[src/rtl/drone_pkg.sv]
// ============================================================================
//  Module      : drone_pkg
//  Description : Shared definitions for the motor offset mixer. Holds the
//                arm/disarm state encoding and the arithmetic helpers used by
//                every motor channel: saturating throttle+trim add and a
//                single-clock slew-limited step toward a target.
//  Revision    : 1.0  initial release
// ============================================================================
`default_nettype none

package drone_pkg;

    typedef enum logic [1:0] {
        DISARMED  = 2'd0,
        ARMING    = 2'd1,
        ARMED     = 2'd2,
        RAMP_DOWN = 2'd3
    } arm_state_t;

    // Throttle plus signed trim, clamped to [0, max_val]. Operands arrive
    // already extended to 32 bits (unsigned throttle zero-extended, trim
    // sign-extended), so the sum cannot overflow for any practical width.
    function automatic int sat_add(input int thro, input int trim, input int max_val);
        int sum;
        int res;
        sum = thro + trim;
        if (sum < 0) begin
            res = 0;
        end else if (sum > max_val) begin
            res = max_val;
        end else begin
            res = sum;
        end
        return res;
    endfunction

    // Move cur toward tgt by at most step. Because tgt is always inside the
    // legal range and the step never overshoots it, the result cannot wrap.
    function automatic int slew_step(input int cur, input int tgt, input int step);
        int diff;
        int res;
        diff = tgt - cur;
        if (diff > step) begin
            res = cur + step;
        end else if (diff < -step) begin
            res = cur - step;
        end else begin
            res = tgt;
        end
        return res;
    endfunction

endpackage

`default_nettype wire

[src/rtl/motor_slew_chan.sv]
// ============================================================================
//  Module      : motor_slew_chan
//  Description : One motor channel. Registers a target (throttle + trim,
//                saturated) and slews the output offset toward it by at most
//                SLEW_STEP LSBs per clock.
//  Revision    : 1.0  initial release
//
//  Ports
//    clk         in   1        system clock
//    rst_n       in   1        asynchronous active-low reset
//    load        in   1        capture a new target from thro/trim this clock
//    force_zero  in   1        drive the target to 0 (overrides load)
//    thro        in   W        throttle sample, unsigned
//    trim        in   TRIM_W   per-motor trim, signed
//    offset      out  W        slewed offset
//    settled     out  1        next offset equals next target (combinational)
// ============================================================================
`default_nettype none

module motor_slew_chan
    import drone_pkg::*;
#(
    parameter int W         = 8,
    parameter int TRIM_W    = 6,
    parameter int SLEW_STEP = 4
) (
    input  logic              clk,
    input  logic              rst_n,
    input  logic              load,
    input  logic              force_zero,
    input  logic [W-1:0]      thro,
    input  logic [TRIM_W-1:0] trim,
    output logic [W-1:0]      offset,
    output logic              settled
);

    localparam int c_MAX_VAL = (1 << W) - 1;

    logic [W-1:0] r_target;
    logic [W-1:0] r_offset;
    logic [W-1:0] w_target_nxt;
    logic [W-1:0] w_offset_nxt;

    always_comb begin
        w_target_nxt = r_target;
        if (force_zero) begin
            w_target_nxt = '0;
        end else if (load) begin
            // A zero throttle always means motors off, whatever the trim.
            if (thro == '0) begin
                w_target_nxt = '0;
            end else begin
                w_target_nxt = W'(sat_add(int'(thro), int'($signed(trim)), c_MAX_VAL));
            end
        end
    end

    // The offset chases the currently registered target, so it starts moving
    // the clock after a target update.
    assign w_offset_nxt = W'(slew_step(int'(r_offset), int'(r_target), SLEW_STEP));
    assign settled      = (w_offset_nxt == w_target_nxt);
    assign offset       = r_offset;

    always_ff @(posedge clk or negedge rst_n) begin
        if (!rst_n) begin
            r_target <= '0;
            r_offset <= '0;
        end else begin
            r_target <= w_target_nxt;
            r_offset <= w_offset_nxt;
        end
    end

endmodule

`default_nettype wire

[src/rtl/motor_offset_mixer.sv]
// ============================================================================
//  Module      : motor_offset_mixer
//  Description : Maps the received throttle onto N_MOTORS slew-limited motor
//                offsets with signed per-motor trim, gated by an arm/disarm
//                state machine.
//  Revision    : 1.0  initial release
//
//  Ports
//    clk             in   1                  system clock
//    rst_n           in   1                  asynchronous active-low reset
//    thro_rec_val    in   W                  received throttle, unsigned
//    thro_valid      in   1                  strobe: thro_rec_val is a new sample
//    arm_req         in   1                  level: 1 = armed requested
//    trim_in         in   N_MOTORS*TRIM_W    signed trims, motor i at [i*TRIM_W +: TRIM_W]
//    motor_offset    out  N_MOTORS*W         slewed offsets, motor i at [i*W +: W]
//    offset_settled  out  1                  every offset equals its target
//    armed           out  1                  state is ARMED
// ============================================================================
`default_nettype none

module motor_offset_mixer
    import drone_pkg::*;
#(
    parameter int N_MOTORS  = 4,
    parameter int W         = 8,
    parameter int TRIM_W    = 6,
    parameter int SLEW_STEP = 4,
    parameter int ARM_HOLD  = 16
) (
    input  logic                       clk,
    input  logic                       rst_n,
    input  logic [W-1:0]               thro_rec_val,
    input  logic                       thro_valid,
    input  logic                       arm_req,
    input  logic [N_MOTORS*TRIM_W-1:0] trim_in,
    output logic [N_MOTORS*W-1:0]      motor_offset,
    output logic                       offset_settled,
    output logic                       armed
);

    localparam int c_CNT_W = $clog2(ARM_HOLD + 1);

    arm_state_t           r_state;
    arm_state_t           w_state_nxt;
    logic [c_CNT_W-1:0]   r_arm_cnt;
    logic [c_CNT_W-1:0]   w_arm_cnt_nxt;
    logic                 r_armed;
    logic                 r_settled;

    logic                 w_zero_sample;
    logic                 w_nonzero_sample;
    logic                 w_all_zero;
    logic                 w_load;
    logic                 w_force_zero;
    logic [N_MOTORS-1:0]  w_chan_settled;

    assign w_zero_sample    = thro_valid && (thro_rec_val == '0);
    assign w_nonzero_sample = thro_valid && (thro_rec_val != '0);
    assign w_all_zero       = (motor_offset == '0);

    always_comb begin
        w_state_nxt   = r_state;
        w_arm_cnt_nxt = r_arm_cnt;
        case (r_state)
            DISARMED: begin
                if (arm_req && w_zero_sample) begin
                    if (ARM_HOLD == 1) begin
                        w_state_nxt   = ARMED;
                        w_arm_cnt_nxt = '0;
                    end else begin
                        w_state_nxt   = ARMING;
                        w_arm_cnt_nxt = c_CNT_W'(1);
                    end
                end
            end
            ARMING: begin
                if (!arm_req || w_nonzero_sample) begin
                    w_state_nxt   = DISARMED;
                    w_arm_cnt_nxt = '0;
                end else if (w_zero_sample) begin
                    if ((r_arm_cnt + c_CNT_W'(1)) == c_CNT_W'(ARM_HOLD)) begin
                        w_state_nxt   = ARMED;
                        w_arm_cnt_nxt = '0;
                    end else begin
                        w_arm_cnt_nxt = r_arm_cnt + c_CNT_W'(1);
                    end
                end
            end
            ARMED: begin
                if (!arm_req) begin
                    w_state_nxt = RAMP_DOWN;
                end
            end
            RAMP_DOWN: begin
                // arm_req is deliberately ignored here; rearming must start
                // from DISARMED once the motors have fully spun down.
                if (w_all_zero) begin
                    w_state_nxt = DISARMED;
                end
            end
            default: begin
                w_state_nxt   = DISARMED;
                w_arm_cnt_nxt = '0;
            end
        endcase
    end

    // A sample arriving on the clock that arm_req drops is discarded because
    // the next state is no longer ARMED.
    assign w_load       = (r_state == ARMED) && (w_state_nxt == ARMED) && thro_valid;
    assign w_force_zero = (w_state_nxt != ARMED);

    always_ff @(posedge clk or negedge rst_n) begin
        if (!rst_n) begin
            r_state   <= DISARMED;
            r_arm_cnt <= '0;
            r_armed   <= 1'b0;
            r_settled <= 1'b1;
        end else begin
            r_state   <= w_state_nxt;
            r_arm_cnt <= w_arm_cnt_nxt;
            r_armed   <= (w_state_nxt == ARMED);
            r_settled <= &w_chan_settled;
        end
    end

    assign armed          = r_armed;
    assign offset_settled = r_settled;

    for (genvar g = 0; g < N_MOTORS; g++) begin : g_chan
        motor_slew_chan #(
            .W         (W),
            .TRIM_W    (TRIM_W),
            .SLEW_STEP (SLEW_STEP)
        ) u_chan (
            .clk        (clk),
            .rst_n      (rst_n),
            .load       (w_load),
            .force_zero (w_force_zero),
            .thro       (thro_rec_val),
            .trim       (trim_in[g*TRIM_W +: TRIM_W]),
            .offset     (motor_offset[g*W +: W]),
            .settled    (w_chan_settled[g])
        );
    end

endmodule

`default_nettype wire

[config.mk]
export PLATFORM = sky130hd
export DESIGN_NAME = motor_offset_mixer
export DESIGN_NICKNAME = d
export VERILOG_FILES = /design/src/rtl/drone_pkg.sv /design/src/rtl/motor_slew_chan.sv /design/src/rtl/motor_offset_mixer.sv
export SDC_FILE = /design/constraint.sdc
export NUM_CORES = 1
export LEC_CHECK = 0
export CAP_MARGIN = 30
export CORE_MARGIN = 2
export CORE_UTILIZATION = 55
export CTS_CLUSTER_SIZE = 14
export DETAILED_ROUTE_END_ITERATION = 10
export GPL_TIMING_DRIVEN = 1
export PLACE_DENSITY = 0.76
export SETUP_SLACK_MARGIN = 0.05
export SKIP_LAST_GASP = 1
export SLEW_MARGIN = 10
export SYNTH_ARGS = -nofsm -noshare
export SYNTH_HDL_FRONTEND = slang
export SYNTH_SLANG_ARGS = --single-unit
[constraint.sdc]
create_clock -name clk -period 4.8 [get_ports clk]
set_input_delay 0.48 -clock clk [delete_from_list [all_inputs] [get_ports clk]]
set_output_delay 0.48 -clock clk [all_outputs]
set_load 0.01 [all_outputs]
==> impl_metrics.yaml <==
worst_setup_path:
  cp.arrival_ns: 4.61
  rr_endpoint: "offset_settled$_DFF_PN1_"
  end_kind: "flop"
  critPathMaxFanout: 5
  crit_top_cell: "a211oi_1"
  cp-startpoint: "g_chan[1].u_chan.offset[0]$_DFF_PN0_"
  rrSetupSlack_ns: 0.47
  max_stage_delay_ns: 0.62
  critPathTopFamily: "simple AND/OR/NAND/NOR gates"
  path_class: "flop to flop"
  worstRegToRegCells: 13
  crit-reg2reg-launch: "g_chan[1].u_chan.offset[0]$_DFF_PN0_"
  cp-start-kind: "flop"
  crit_path_end: "offset_settled$_DFF_PN1_"
  cp.required_ns: 5.08
  cp_num_buf_inv: 0
  path_cells: "ha_1 > fa_1 > nand2b_1 > a211oi_1 > a211oi_1 > nor4_1 > nand3_1 > a21oi_1 > a211o_1 > nand4_1 > nor4b_1 > and4bb_1 > and4_1"
  crit_cells: 13
  slowest_stage: "nor4_1"
yosys:
  syn_area_per_cell_um2: 8.15
  yosys.area.top_type: "dfrtp_1"
  async_reset_ff_share_pct: 100
  ys_seq_area_share_pct: 22.7
  ys_warn_count: 0
  synth_edf_count: 0
  netlist_top_cells_area: "dfrtp_1 22%, ha_1 13%, xnor2_1 5.5%"
  synth_nets: 1113
  ys.flop_type: "dfrtp_1"
  synth_top_area_share_pct: 22.4
  synth.distinct_cells: 86
  synth_cells: 988
  syn_area_mm2: 0.00805
  ys_ff_latch: 73
drt:
  drtIter0Drc: 764
  routed-wl-met2_um: 9590
  wl_met3_um: 1490
  vias: 7817
  avgRoutedWirePerCell_um: 17.4
  wirelength_met1_um: 10300
  topRoutingLayerUsed: "met4"
  ant_nets: 0
  drt_pre_antenna_iters: 5
  drc: 0
  via_per_inst: 6.29
  routed_wl_um: 21700
final_layout:
  final_cell_mix: "81 x ha_1, 75 x inv_1, 75 x a21oi_1"
  drive_above_1_share_pct: 4.73
  fillers: 1273
  post-route-util_pct: 64.2
  layout_commonest_cell: "ha_1"
  nets: 1180
  area_delta_synth_final_pct: 15.0
clocking:
  numCtsBuffers: 9
  cts_root_buf: "clkbuf_16"
  cts.path.max_buffers: 2
  cts_tree: "done"
  h-tree-depth: 3
  cts_setup_buffers: 0
  cts.reportedPaths.clkPinSlew_ns: 0.06
  cts_sinks: 73
  clk_latency_ns: 0.34
floorplanning:
  start_util_pct: 55.8
  die_w_um: 125
  core_area_mm2: 0.0144
  die_y_um: 125
  num_rows: 44
  die-area_mm2: 0.0156
  ios: 70
outcome:
  status: "finished, final reports clean"
global_routing:
  grt_pass1_vias: 7288
  antenna_found_initial: 1
  grt_pass1_wl_um: 35700
  gr-total-overflow: 0
  grt_util_all_layers_pct: 27.7
  grt_max_degree: 74
timing:
  finClkSkew_ns: 0.00294
  fin_ws_ns: 0.471
  finalSetupViolCount: 0
  slew_headroom_pct: 49.7
  rsz0062_at_grt: "no"
  fin_crit_sh_pct: 90.2
  max_slew.worst_pin.slew_ns: 0.750
  finalHoldViolations: 0
  drv_slew: 0
  min_period_ns: 4.33
  max_freq_mhz: 231
  final.setup.tns_ns: 0
worst_hold_path:
  hold_class: "flop to flop"
power_and_ir_drop:
  leakage_nw: 3.91
  ir_drop_v: 0.000159
  power_density_mw_per_mm2: 170
place:
  gp_congestion: 0.924
  place_ws_ns: 0.417
  hpwl_um: 17200
  io_buffers: 69
run:
  cap_violations: 0
-- Yosys cell counts, types with 4 or more instances --
library cell  count
mux2i_1           5
a21o_1           20
o2111ai_1         6
or2_2             6
a211o_1           9
fa_1              8
nand3_1          24
o21ai_1           7
nand2_1          74
mux2_2            8
inv_1            75
nand2b_1         16
o31ai_1           9
clkbuf_1         11
nor4_1           13
or3_1            10
ha_1             81
nor3b_1           7
a31oi_1           5
and2_1            5
o211ai_1         21
o22a_1            4
or4_1             4
nand4_1          15
a221oi_1          8
nor2b_1          24
xnor2_1          51
o22ai_1           6
or2_1             5
nor3_1           25
dfrtp_1          72
and3_1            8
o21a_1           23
a211oi_1         18
o21ai_0          61
xor2_1           13
o221ai_1          7
nor2_1           61
a221o_1           5
a21oi_1          75
buf_2             4
o31a_1            5
-- sequential cells by signal (all words and copies together) (netlist names) --
| name | flops |
|---|---|
| r_arm_cnt | 5 |
| armed | 1 |
| offset_settled | 1 |
| g_chan.u_chan.r_target | 32 |
| r_state | 2 |
| g_chan.u_chan.offset | 32 |
-- kinds of logic (layout without fill, tap and decap cells) --
| family | Yosys count | after routing | synth area share (%) |
|---|---|---|---|
| simple gates | 322 | 322 | 21.1 |
| xor+xnor | 64 | 64 | 6.96 |
| other cells | 0 | 1 | 0 |
| buf+inv | 95 | 165 | 4.63 |
| mux | 13 | 13 | 1.74 |
| flops | 73 | 73 | 22.7 |
| fa+ha+maj | 89 | 89 | 14.6 |
| compound gates | 332 | 332 | 28.3 |
-- worst min-delay path by stage --
| stage | end | start | slack [ns] | cells past startpoint |
|---|---|---|---|---|
| detailed placement | r_arm_cnt[4]$_DFFE_PN0P_ | r_arm_cnt[4]$_DFFE_PN0P_ | 0.50 | 1 |
| floorplan | armed$_DFF_PN0_ | rst_n | 0.18 | 0 |
| CTS | r_arm_cnt[3]$_DFFE_PN0P_ | rst_n | 0.31 | 1 |
| finish | r_arm_cnt[4]$_DFFE_PN0P_ | r_arm_cnt[4]$_DFFE_PN0P_ | 0.50 | 1 |
| global route | r_arm_cnt[1]$_DFFE_PN0P_ | rst_n | 0.53 | 2 |
| global placement | r_arm_cnt[4]$_DFFE_PN0P_ | r_arm_cnt[4]$_DFFE_PN0P_ | 0.50 | 1 |
-- worst register-to-register path, cell delays in order, from the launching register on --
cell and delay (ns):
dfrtp_1 0.45, ha_1 0.28, fa_1 0.43, nand2b_1 0.24, a211oi_1 0.32, a211oi_1 0.14, nor4_1 0.62, nand3_1 0.35
a21oi_1 0.32, a211o_1 0.14, nand4_1 0.11, nor4b_1 0.48, and4bb_1 0.25, and4_1 0.16
-- where the power goes --
part / internal [mW] / switching [mW]
sequential: 0.621 / 0.00792
clock: 0.439 / 0.247
combinational: 0.117 / 0.143
total: 1.18 / 0.398
-- per-stage QoR --
stage	cells	total power, mW	hold WS [ns]	area [um2]
floorplan	988	0.796	0.184	8050
global placement	1226	0.889	0.501	8920
detailed placement	1226	0.892	0.504	8920
CTS	1240	1.58	0.314	9220
global route	1242	1.64	0.525	9260
finish	1243	1.57	0.504	9260
-- layer usage --
layer,global-route usage (%),vias up
met5,0,-
met4,7.39,0
met3,4.71,23
met2,43.2,272
met1,39.9,3681
li1,-,3841
-- cell type report --
type | count | area [um2] | share of cell area, %
tap | 184 | 230 | 2.49
inverter | 76 | 285 | 3.08
multi-input combinational | 820 | 5850 | 63.2
clock inverter | 2 | 37.5 | 0.405
timing repair buffer | 75 | 756 | 8.16
antenna | 1 | 2.50 | 0.0270
clock buffer | 12 | 267 | 2.88
sequential | 73 | 1830 | 19.7
-- repair_timing --
| item | in CTS | in global routing |
|---|---|---|
| resized for setup | 0 | 0 |
| hold endpoints to repair | 0 | 8 |
| hold buffers | 0 | 1 |
Power figures use the tool's default switching activity.
